## config.mk

```make
export PLATFORM = sky130hd
export DESIGN_NAME = prog_sequencer
export DESIGN_NICKNAME = d
export VERILOG_FILES = /design/src/rtl/prog_sequencer.sv
export SDC_FILE = /design/constraint.sdc
export NUM_CORES = 1
export LEC_CHECK = 0
export CAP_MARGIN = 20
export CORE_AREA = 2 2 67 69
export CTS_BUF_LIST = sky130_fd_sc_hd__clkbuf_8
export DETAILED_ROUTE_END_ITERATION = 16
export DIE_AREA = 0 0 69 71
export GPL_TIMING_DRIVEN = 0
export PLACE_DENSITY = 0.95
export SLEW_MARGIN = 20
export SYNTH_ARGS = -nofsm -noshare
export SYNTH_HDL_FRONTEND = slang
export SYNTH_SLANG_ARGS = --single-unit
```

## constraint.sdc

```tcl
create_clock -name clk -period 3.65 [get_ports clk]
set_clock_uncertainty 0.1 [all_clocks]
set_input_delay 0.73 -clock clk [delete_from_list [all_inputs] [get_ports clk]]
set_output_delay 0.73 -clock clk [all_outputs]
set_load 0.02 [all_outputs]
```

## src/rtl/prog_sequencer.sv

```systemverilog
// Batch controller for the single-cycle core: holds the core in reset, loads each
// program's start PC, releases it, waits for done (or timeout) and reports the cycle count.
module prog_sequencer #(
    parameter int unsigned NUM_PROG = 3,
    parameter int unsigned PC_W     = 8,
    parameter int unsigned CT_W     = 16,
    parameter int unsigned HOLD_CYC = 2,
    parameter int unsigned TIMEOUT  = 16'hFFFF
) (
    input  logic                     clk,
    input  logic                     reset,
    input  logic                     start,
    input  logic [NUM_PROG*PC_W-1:0] prog_pc_flat,
    input  logic                     core_done,
    output logic                     core_reset,
    output logic [PC_W-1:0]          core_start_pc,
    output logic [1:0]               prog_idx,
    output logic [CT_W-1:0]          cycle_ct,
    output logic                     ct_valid,
    output logic                     busy,
    output logic                     all_done,
    output logic                     timeout_err
);

    localparam int unsigned HC_W      = (HOLD_CYC > 1) ? $clog2(HOLD_CYC) : 1;
    localparam logic [HC_W-1:0] HOLD_LOAD = HC_W'(HOLD_CYC - 1);
    localparam logic [1:0]      LAST_IDX  = 2'(NUM_PROG - 1);
    localparam logic [CT_W-1:0] CT_MAX    = '1;
    localparam logic [CT_W-1:0] TO_VAL    = CT_W'(TIMEOUT);

    typedef enum logic [2:0] {
        S_IDLE,
        S_HOLD,
        S_RUN,
        S_DRAIN,
        S_FINISH
    } state_t;

    state_t            state_q, state_d;
    logic [HC_W-1:0]   hold_q, hold_d;
    logic [1:0]        idx_q, idx_d;
    logic [PC_W-1:0]   pc_q, pc_d;
    logic [CT_W-1:0]   ct_q, ct_d;
    logic              terr_q, terr_d;
    logic              core_reset_q, core_reset_d;
    logic              ct_valid_q, ct_valid_d;
    logic              busy_q, busy_d;
    logic              all_done_q, all_done_d;

    logic [1:0]        idx_nxt;
    int unsigned       pc_sel;
    logic [PC_W-1:0]   pc_pick;
    logic [CT_W-1:0]   ct_inc;
    logic              done_ok;

    // PC to load: slot 0 at batch start, the following slot when leaving DRAIN
    assign idx_nxt = idx_q + 2'd1;
    assign pc_sel  = (state_q == S_DRAIN && idx_q != LAST_IDX) ? 32'(idx_nxt) : 32'd0;
    assign pc_pick = prog_pc_flat[pc_sel*PC_W +: PC_W];

    // A zero count marks the first RUN cycle, where a stale done is ignored
    assign ct_inc  = (ct_q == CT_MAX) ? ct_q : ct_q + 1'b1;
    assign done_ok = core_done && (ct_q != '0);

    always_comb begin
        state_d = state_q;
        hold_d  = hold_q;
        idx_d   = idx_q;
        pc_d    = pc_q;
        ct_d    = ct_q;
        terr_d  = terr_q;

        case (state_q)
            S_IDLE, S_FINISH: begin
                if (start) begin
                    state_d = S_HOLD;
                    hold_d  = HOLD_LOAD;
                    idx_d   = 2'd0;
                    pc_d    = pc_pick;
                    ct_d    = '0;
                    terr_d  = 1'b0;
                end
            end
            S_HOLD: begin
                if (hold_q == '0) begin
                    state_d = S_RUN;
                    ct_d    = '0;
                end else begin
                    hold_d = hold_q - 1'b1;
                end
            end
            S_RUN: begin
                ct_d = ct_inc;
                // An accepted done in the timeout cycle takes priority over the error
                if (done_ok) begin
                    state_d = S_DRAIN;
                end else if (ct_inc == TO_VAL) begin
                    state_d = S_DRAIN;
                    terr_d  = 1'b1;
                end
            end
            S_DRAIN: begin
                if (idx_q == LAST_IDX) begin
                    state_d = S_FINISH;
                end else begin
                    state_d = S_HOLD;
                    hold_d  = HOLD_LOAD;
                    idx_d   = idx_nxt;
                    pc_d    = pc_pick;
                end
            end
            default: state_d = S_IDLE;
        endcase

        // Status outputs are registered copies of the next-state decode
        core_reset_d = (state_d != S_RUN);
        ct_valid_d   = (state_d == S_DRAIN);
        busy_d       = (state_d == S_HOLD) || (state_d == S_RUN) || (state_d == S_DRAIN);
        all_done_d   = (state_d == S_FINISH);
    end

    always_ff @(posedge clk or posedge reset) begin
        if (reset) begin
            state_q      <= S_IDLE;
            hold_q       <= '0;
            idx_q        <= 2'd0;
            pc_q         <= '0;
            ct_q         <= '0;
            terr_q       <= 1'b0;
            core_reset_q <= 1'b1;
            ct_valid_q   <= 1'b0;
            busy_q       <= 1'b0;
            all_done_q   <= 1'b0;
        end else begin
            state_q      <= state_d;
            hold_q       <= hold_d;
            idx_q        <= idx_d;
            pc_q         <= pc_d;
            ct_q         <= ct_d;
            terr_q       <= terr_d;
            core_reset_q <= core_reset_d;
            ct_valid_q   <= ct_valid_d;
            busy_q       <= busy_d;
            all_done_q   <= all_done_d;
        end
    end

    assign core_reset    = core_reset_q;
    assign core_start_pc = pc_q;
    assign prog_idx      = idx_q;
    assign cycle_ct      = ct_q;
    assign ct_valid      = ct_valid_q;
    assign busy          = busy_q;
    assign all_done      = all_done_q;
    assign timeout_err   = terr_q;

endmodule

```

# == Yosys cells after proc, flatten, opt, wreduce, memory -nomap -nowiden ==
# Cells that the tools add are included.
# word_totals
reg_bits,35
in_bits,28
output_inout_bits,31
wordCells,72
# classes
add_sub_neg,3
n_eq_ne,18
shift,1
mux,25
n_reduce_logical,15
# ops
operator,n
2-to-1 mux 16 bit,3
one-hot mux 16 bit (3 select lines),1
"equality test 16 bit, second input constant",2
indexed part select 24 x 6 -> 8 bit,1
"adder 16 x 1 -> 16 bit, second input constant",1
2-to-1 mux 8 bit,2
one-hot mux 8 bit (2 select lines),1
nonzero test 16 bit,1
2-to-1 mux 3 bit,5
"equality test 3 x 2 -> 1 bit, second input constant",4
"inequality test 2 bit, second input constant",6
one-hot mux 3 bit (4 select lines),1
AND reduction 3 bit,3
"equality test 3 x 1 -> 1 bit, second input constant",2
"equality test 3 bit, second input constant",2
2-to-1 mux 1 bit,6
2-to-1 mux 2 bit,3
nonzero test 3 bit,2
one-hot mux 2 bit (2 select lines),1
AND reduction 4 bit,1
nonzero test 2 bit,2
logical NOT 3 bit,1
"inequality test 3 x 2 -> 1 bit, second input constant",1
one-hot mux 1 bit (3 select lines),1
7 further kinds,9

# == Depth between registers and ports, before layout ==
# Gate-level depths: netlist (run 1).
# depth
word_depth,9
mapped_depth,10
mapped_depth_nobuf,8

# == Least setup slack after synthesis (run 1) ==
# OpenSTA, ideal clock, no wires.
# synth_path
path_type,register to register
from,"register ct_q[0], in the netlist cycle_ct[0]"
to,"register terr_q, in the netlist timeout_err"
setup_time_ns,0.074
t_arrival_ns,2.104
required_time_ns,3.476
path_slack_ns,1.371
path_stages_with_launch,10
n_path_buf,2
period_less_slack_ns,2.279
cell_sequence,dfrtp_1 > ha_1 > buf_2 > and3_1 > buf_2 > a21oi_1 > a211o_1 > nor4_2 > o211ai_2 > o21ai_2
# synth_between
elab_chain_cells,5
word_cells_on_any_way,9
classes_between,1 x add/sub; 4 x eq/ne; 1 x mux; 3 x reduce/logical
# synth_rtl
element,line_no,rtl
start: declaration,43,"logic [CT_W-1:0] ct_q, ct_d;"
start signal: assignment,139,ct_q <= ct_d;
adder 16 x 1 -> 16 bit or equality test 16 bit (tied branches),62,assign ct_inc = (ct_q == CT_MAX) ? ct_q : ct_q + 1'b1;
2-to-1 mux 16 bit,62,
equality test 16 bit,97,end else if (ct_inc == TO_VAL) begin
inequality test 2 bit (no source line),--,
AND reduction 4 bit (no source line) *,--,
end signal: assignment,140,terr_q <= terr_d;
end: declaration,44,"logic terr_q, terr_d;"
# Mark *: on every way between the ends. The rest lies on a longest branch, timed or not.
# A chain may end at the register's enable or synchronous reset.

# == Worst setup path after layout (run 1) ==
# Ends and elaborated chain as after synthesis.

==> results of run 1 <==
final cells by class:
type                            count  area, um2  area share [%]
Inverter                           11       41.3            1.41
Tap cell                           52       65.1            2.22
Multi-Input combinational cell    188       1170            40.0
Clock buffer                        6       82.6            2.82
Clock inverter                      2       16.3           0.555
Timing Repair Buffer               58        581            19.8
Buffer                             16       96.3            3.29
Sequential cell                    35        877            29.9
where the power goes:
group	leakage, nW	total (mW)	switching, mW	internal [mW]
Clock	0.0474	0.308	0.154	0.154
Combinational	0.725	0.760	0.434	0.326
Sequential	0.459	0.566	0.0858	0.480
Total	1.23	1.63	0.674	0.961
cells in the mapped netlist, drive strengths merged (4+ instances only):
master / n
a21o: 5
a21oi: 14
a22oi: 7
a31oi: 7
and4: 4
buf: 11
clkbuf: 5
dfrtp: 34
inv: 11
mux2i: 9
nand2: 25
nand3: 9
nand4: 6
nor2: 20
nor3: 8
o21ai: 33
flip-flops by register name, summed over array words and instances, names as in the netlist:
name,cells
busy,1
core_start_pc,8
prog_idx,2
ct_valid,1
all_done,1
cycle_ct,16
core_reset,1
hold_q,1
state_q,3
timeout_err,1
cell usage in the layout (no fill, tap or decap), types with 3 or more instances in the layout:
cell type / instances
clkdlybuf4s50_1: 58
dfrtp_1: 34
o21ai_0: 31
nand2_1: 22
nor2_1: 20
a21oi_1: 14
inv_1: 10
mux2i_1: 9
nand3_1: 8
a22oi_1: 7
a31oi_1: 7
nor3_1: 6
nand4_1: 6
clkbuf_8: 6
clkbuf_1: 5
buf_2: 5
a21o_1: 5
buf_4: 4
nand2b_1: 3
and3_1: 3
o21a_1: 3
o31ai_1: 3
xnor2_1: 3
ha_1: 3
per-stage QoR:
| step | util, % | instances |
|---|---|---|
| 6_report | 69.7 | 368 |
| 5_1_grt | 69.7 | 368 |
| 4_1_cts | 69.7 | 368 |
| 3_5_place_dp | 67.4 | 360 |
| 3_3_place_gp | 67.4 | 360 |
| 2_1_floorplan | - | 250 |
routing by layer:
layer  up-vias  global-route usage, %
met3        20                   6.84
met5         -                      0
met4         0                   10.5
li1       1040                      -
met1      1073                   29.3
met2       139                   40.6
final timing paths:
check                                         from                 endpoint  cells past startpoint
max in group asynchronous                    reset  cycle_ct[9]$_DFFE_PP0P_                      2
setup / recovery           cycle_ct[0]$_DFFE_PP0P_  timeout_err$_DFFE_PP0P_                      8
hold / removal             timeout_err$_DFFE_PP0P_  timeout_err$_DFFE_PP0P_                      2
hold reg to reg            timeout_err$_DFFE_PP0P_  timeout_err$_DFFE_PP0P_                      2
setup reg to reg           cycle_ct[0]$_DFFE_PP0P_  timeout_err$_DFFE_PP0P_                      8
min in group asynchronous                    reset  cycle_ct[8]$_DFFE_PP0P_                      2
critical path, cell delays in order (launching register included):
cell and delay [ns]:
dfrtp_1 0.56, ha_1 0.21, buf_2 0.18, nand4_1 0.11, nor3_1 0.55, a41oi_1 0.19, a211oi_1 0.41, o211ai_2 0.24
o21ai_2 0.17
cells by family (layout without fill, tap and decap cells):
| logic type | after synthesis | in the layout | synth area share (%) |
|---|---|---|---|
| buf+inv | 27 | 93 | 6.30 |
| flops | 35 | 35 | 40.1 |
| simple gates | 90 | 90 | 23.1 |
| compound gates | 82 | 82 | 23.1 |
| mux | 9 | 9 | 4.12 |
| xor+xnor | 4 | 4 | 1.60 |
| fa+ha+maj | 3 | 3 | 1.72 |
==> run metrics, run 1 <==
# clock sinks 35; max_slew headroom 50.5%; CP startpoint kind register; met3 WL post-DR 535 um; maximum VDD drop 0.000360 V; Fillers 343; Setup Fix Bufs, Post-CTS 0; Congestion Overflow GR 0; run status completed; via count 2272; die height 71 um; routability congestion estimate 0.968; Leakage 1.23 nW; Core ar. 4200 um2; largest net degree at the start of global routing 36; final setup TNS 0 ns; uppermost routed layer met4; maximum fanout along the worst path 9; Post-synth EDFFs 0; unrepaired setup endpoints after global routing no; die width 69 um; met2 WL 2900 um; vias in the first global route 2108; GRT Util Overall 24.2%; layout cells sized above 1 10.4%; Peak Freq 358 MHz; routed len/inst 16.2 um; minimum clock period 2.79 ns; CTS tree built; worst setup margin 0.860 ns; Layout Nets 346; unique cell type count in the Yosys netlist 51; Rows 24; initial antenna violation count 0; detailed placement HPWL 4300 um; IO Port Bufs 58; Least-Margin Pin Slew 0.741 ns; Vias/cell 6.17; endpoints failing hold 0; DRT Pass-1 Iters 6; worst skew pair latency 0.30 ns; Clock transition at path regs 0.08 ns; sequential area share after synthesis 40.1%; Final Max Slew Viols 0; Initial Util 52.0%; Remaining DRCs 0; DRT iter0 DRCs 263; n_diodes 0; I/O Pins 59; clock root cell clkbuf_8; post-route ant nets 0; total die area 4900 um2; #FFs+latches synth 35; worst hold path type reg -> reg; Pwr Density 558 nW/um2; leading area contributor after synthesis dfrtp_1; max cap viols 0; TritonCTS Buffers 5; fin crit share 76.4%; H-tree levels 2; Cells after Synth 250; Crit. End Element register; WL met1 2380 um; Synthesis Warnings 0; DP Worst Slack 1.00 ns; Most used DFF post-synth dfrtp_1; asr flop ratio synth 100%; R2R setup slack 0.86 ns; syn_area_per_cell 8.74 um2; top cells by area, synth dfrtp_1, o21ai_0, mux2i_1; first-pass GRT wire length 9600 um; CTS resizes 0; Max Root-Sink Buffers 2; final setup violation count 0; worst endpoint required time 3.78 ns; Synth Net Count 281; Total Wirelength 5950 um; Placed Area 2830 um2; WP data arrival 2.92 ns; Synth-to-Final Area Change 34.1%; hold_buf cts 0; worst setup path class reg -> reg; final hold slack 0.396 ns; post-route cell area 2930 um2; total chip power 1.63 mW; Synth Cell Area 2190 um2; post-synth top area share 38.9%
No activity file was read; power rests on OpenSTA's default activity.
==> run 2: changes to the inputs <==
--- a/config.mk
+++ b/config.mk
@@ -6,12 +6,12 @@
 export NUM_CORES = 1
 export LEC_CHECK = 0
 export CAP_MARGIN = 20
-export CORE_AREA = 2 2 67 69
+export CORE_AREA = 2 2 73 75
 export CTS_BUF_LIST = sky130_fd_sc_hd__clkbuf_8
 export DETAILED_ROUTE_END_ITERATION = 16
-export DIE_AREA = 0 0 69 71
+export DIE_AREA = 0 0 75 77
 export GPL_TIMING_DRIVEN = 0
-export PLACE_DENSITY = 0.95
+export PLACE_DENSITY = 0.86
 export SLEW_MARGIN = 20
 export SYNTH_ARGS = -nofsm -noshare
 export SYNTH_HDL_FRONTEND = slang
==> constraint.sdc (replaced) <==
create_clock -name clk -period 2.3 [get_ports clk]
set_clock_uncertainty 0.1 [all_clocks]
set_input_delay 0.46 -clock clk [delete_from_list [all_inputs] [get_ports clk]]
set_output_delay 0.46 -clock clk [all_outputs]
set_load 0.02 [all_outputs]
==> run metrics, run 2 (same netlist as run 1, synthesis figures left out) <==
run status completed; final setup violation count 0; hold_buf cts 0; final setup TNS 0 ns; routability congestion estimate 0.908; minimum clock period 2.21 ns; max reg flops 16; via count 2194; Remaining DRCs 0; DP Worst Slack -0.439 ns; WP data arrival 2.34 ns; worst hold path type reg -> reg; CP cell instances ha_1 -> clkbuf_4 -> nand4_1 -> nor3_4 -> o21a_1 -> a211o_1 -> nor4_4 -> o211ai_2 -> o21ai_2; Hold Crit Depth 2; CP startpoint kind register; Clock transition at path regs 0.08 ns; initial antenna violation count 0; Endpoint, Worst Hold timeout_err$_DFFE_PP0P_; Peak Freq 452 MHz; most frequent cells in the layout clkdlybuf4s50_1, dfrtp_1, o21ai_0; n_diodes 0; GRT Util Overall 21.8%; cell family with most CP delay compound AO/OA/AOI/OAI gates; max cap viols 0; worst setup margin 0.0880 ns; most common cell after layout, fill and taps aside clkdlybuf4s50_1; I/O Pins 59; endpoints failing hold 0; TritonCTS Buffers 5; H-tree levels 2; maximum VDD drop 0.000520 V; post-layout util 60.8%; total die area 5780 um2; Congestion Overflow GR 0; Crit. End Element register; routed len/inst 14.9 um; Core ar. 4980 um2; Final Max Slew Viols 0; R2R setup slack 0.09 ns; worst endpoint required time 2.43 ns; unrepaired setup endpoints after global routing no; largest net degree at the start of global routing 36; Leakage 1.29 nW; RR Startpoint cycle_ct[0]$_DFFE_PP0P_; Worst path max stage delay 0.42 ns; worst skew pair latency 0.29 ns; Synth-to-Final Area Change 38.5%; Max Root-Sink Buffers 2; Pwr Density 892 nW/um2; Layout Nets 348; Critical R2R Capture timeout_err$_DFFE_PP0P_; maximum fanout along the worst path 9; Vias/cell 5.65; die width 75 um; IO Port Bufs 58; Rows 26; clock root cell clkbuf_8; Least-Margin Pin Slew 0.717 ns; hold_sp timeout_err$_DFFE_PP0P_; max_slew headroom 52.2%; vias in the first global route 2039; post-route ant nets 0; DRT Pass-1 Iters 4; first-pass GRT wire length 9820 um; worst setup path class reg -> reg; fin crit share 96.2%; # clock sinks 35; final hold slack 0.405 ns; R2R cell count 9; detailed placement HPWL 4130 um; layout cells sized above 1 12.9%; Buf+Inv Stages, Crit Path 1; Slowest-stage cell, CP dfrtp_2; Total Wirelength 5780 um; DRT iter0 DRCs 295; die height 77 um; Initial Util 43.9%; CTS tree built
run 2: cell count changes in the layout (fill, tap and decap cells not counted), moves of 2 or more:
cell,change
dfrtp_1,-2
o21ai_1,+2
dfrtp_2,+2
buf_4,+2
o21ai_0,-2
clkbuf_4,+2
buf_2,-2
run 2: power by group:
part / switching [mW] / total, mW / leakage (nW) / internal, mW
clock: 0.235 / 0.586 / 0.0612 / 0.351
sequential: 0.111 / 0.876 / 0.456 / 0.765
combinational: 0.707 / 1.24 / 0.772 / 0.530
total: 1.05 / 2.70 / 1.29 / 1.65
run 2: worst max path at each step:
stage / start / to / slack (ns) / depth (start not counted)
2_1_floorplan: cycle_ct[0]$_DFFE_PP0P_ / timeout_err$_DFFE_PP0P_ / 0.02 / 9
3_3_place_gp: cycle_ct[0]$_DFFE_PP0P_ / timeout_err$_DFFE_PP0P_ / -0.48 / 8
3_5_place_dp: cycle_ct[0]$_DFFE_PP0P_ / timeout_err$_DFFE_PP0P_ / -0.44 / 8
4_1_cts: cycle_ct[1]$_DFFE_PP0P_ / timeout_err$_DFFE_PP0P_ / 0.07 / 9
5_1_grt: cycle_ct[1]$_DFFE_PP0P_ / timeout_err$_DFFE_PP0P_ / 0.006 / 8
6_report: cycle_ct[0]$_DFFE_PP0P_ / timeout_err$_DFFE_PP0P_ / 0.09 / 9
run 2: what timing repair did:
action	CTS	global route
buffers inserted	2	0
pin swaps	0	4
setup endpoints to repair	15	13
endpoints found under the hold margin	0	0
gates resized for setup	5	8
run 2: routing by layer:
metal | wire [um] | global-route usage (%)
met5 | 0 | 0
met4 | 88 | 7.50
met3 | 521 | 6.96
met2 | 2680 | 32.1
met1 | 2490 | 29.8
run 2: per-stage QoR:
| stage | area [um2] | total power, mW | cells |
|---|---|---|---|
| 6_report | 3030 | 2.70 | 388 |
| 5_1_grt | 3030 | 2.88 | 388 |
| 4_1_cts | 3000 | 2.72 | 388 |
| 3_5_place_dp | 2850 | 2.10 | 378 |
| 3_3_place_gp | 2850 | 2.06 | 378 |
| 2_1_floorplan | 2190 | 1.63 | 250 |
run 2: cell type report:
cell class | instances | area [um2]
Sequential cell | 35 | 880
Inverter | 11 | 41.3
Tap cell | 70 | 87.6
Clock inverter | 2 | 35.0
Multi-Input combinational cell | 188 | 1200
Timing Repair Buffer | 60 | 596
Clock buffer | 6 | 82.6
Buffer | 16 | 103
Fill cell | 442 | 1950
run 2: worst reg2reg max path, cell delays in order, from the launching register on:
cell and delay [ns]:
dfrtp_2 0.42, ha_1 0.19, clkbuf_4 0.17, nand4_1 0.14, nor3_4 0.07, o21a_1 0.14, a211o_1 0.32, nor4_4 0.28
o211ai_2 0.16, o21ai_2 0.17
==> run 3: changes to the inputs <==
--- a/config.mk
+++ b/config.mk
@@ -5,9 +5,11 @@
 export SDC_FILE = /design/constraint.sdc
 export NUM_CORES = 1
 export LEC_CHECK = 0
+export ABC_CLOCK_PERIOD_IN_PS = 2300
 export CAP_MARGIN = 20
 export CORE_AREA = 2 2 73 75
 export CTS_BUF_LIST = sky130_fd_sc_hd__clkbuf_8
+export CTS_CLUSTER_SIZE = 40
 export DETAILED_ROUTE_END_ITERATION = 16
 export DIE_AREA = 0 0 75 77
 export GPL_TIMING_DRIVEN = 0
==> results of run 3 <==
Same layout as run 2: the final DEF is identical, and so are final timing and power.
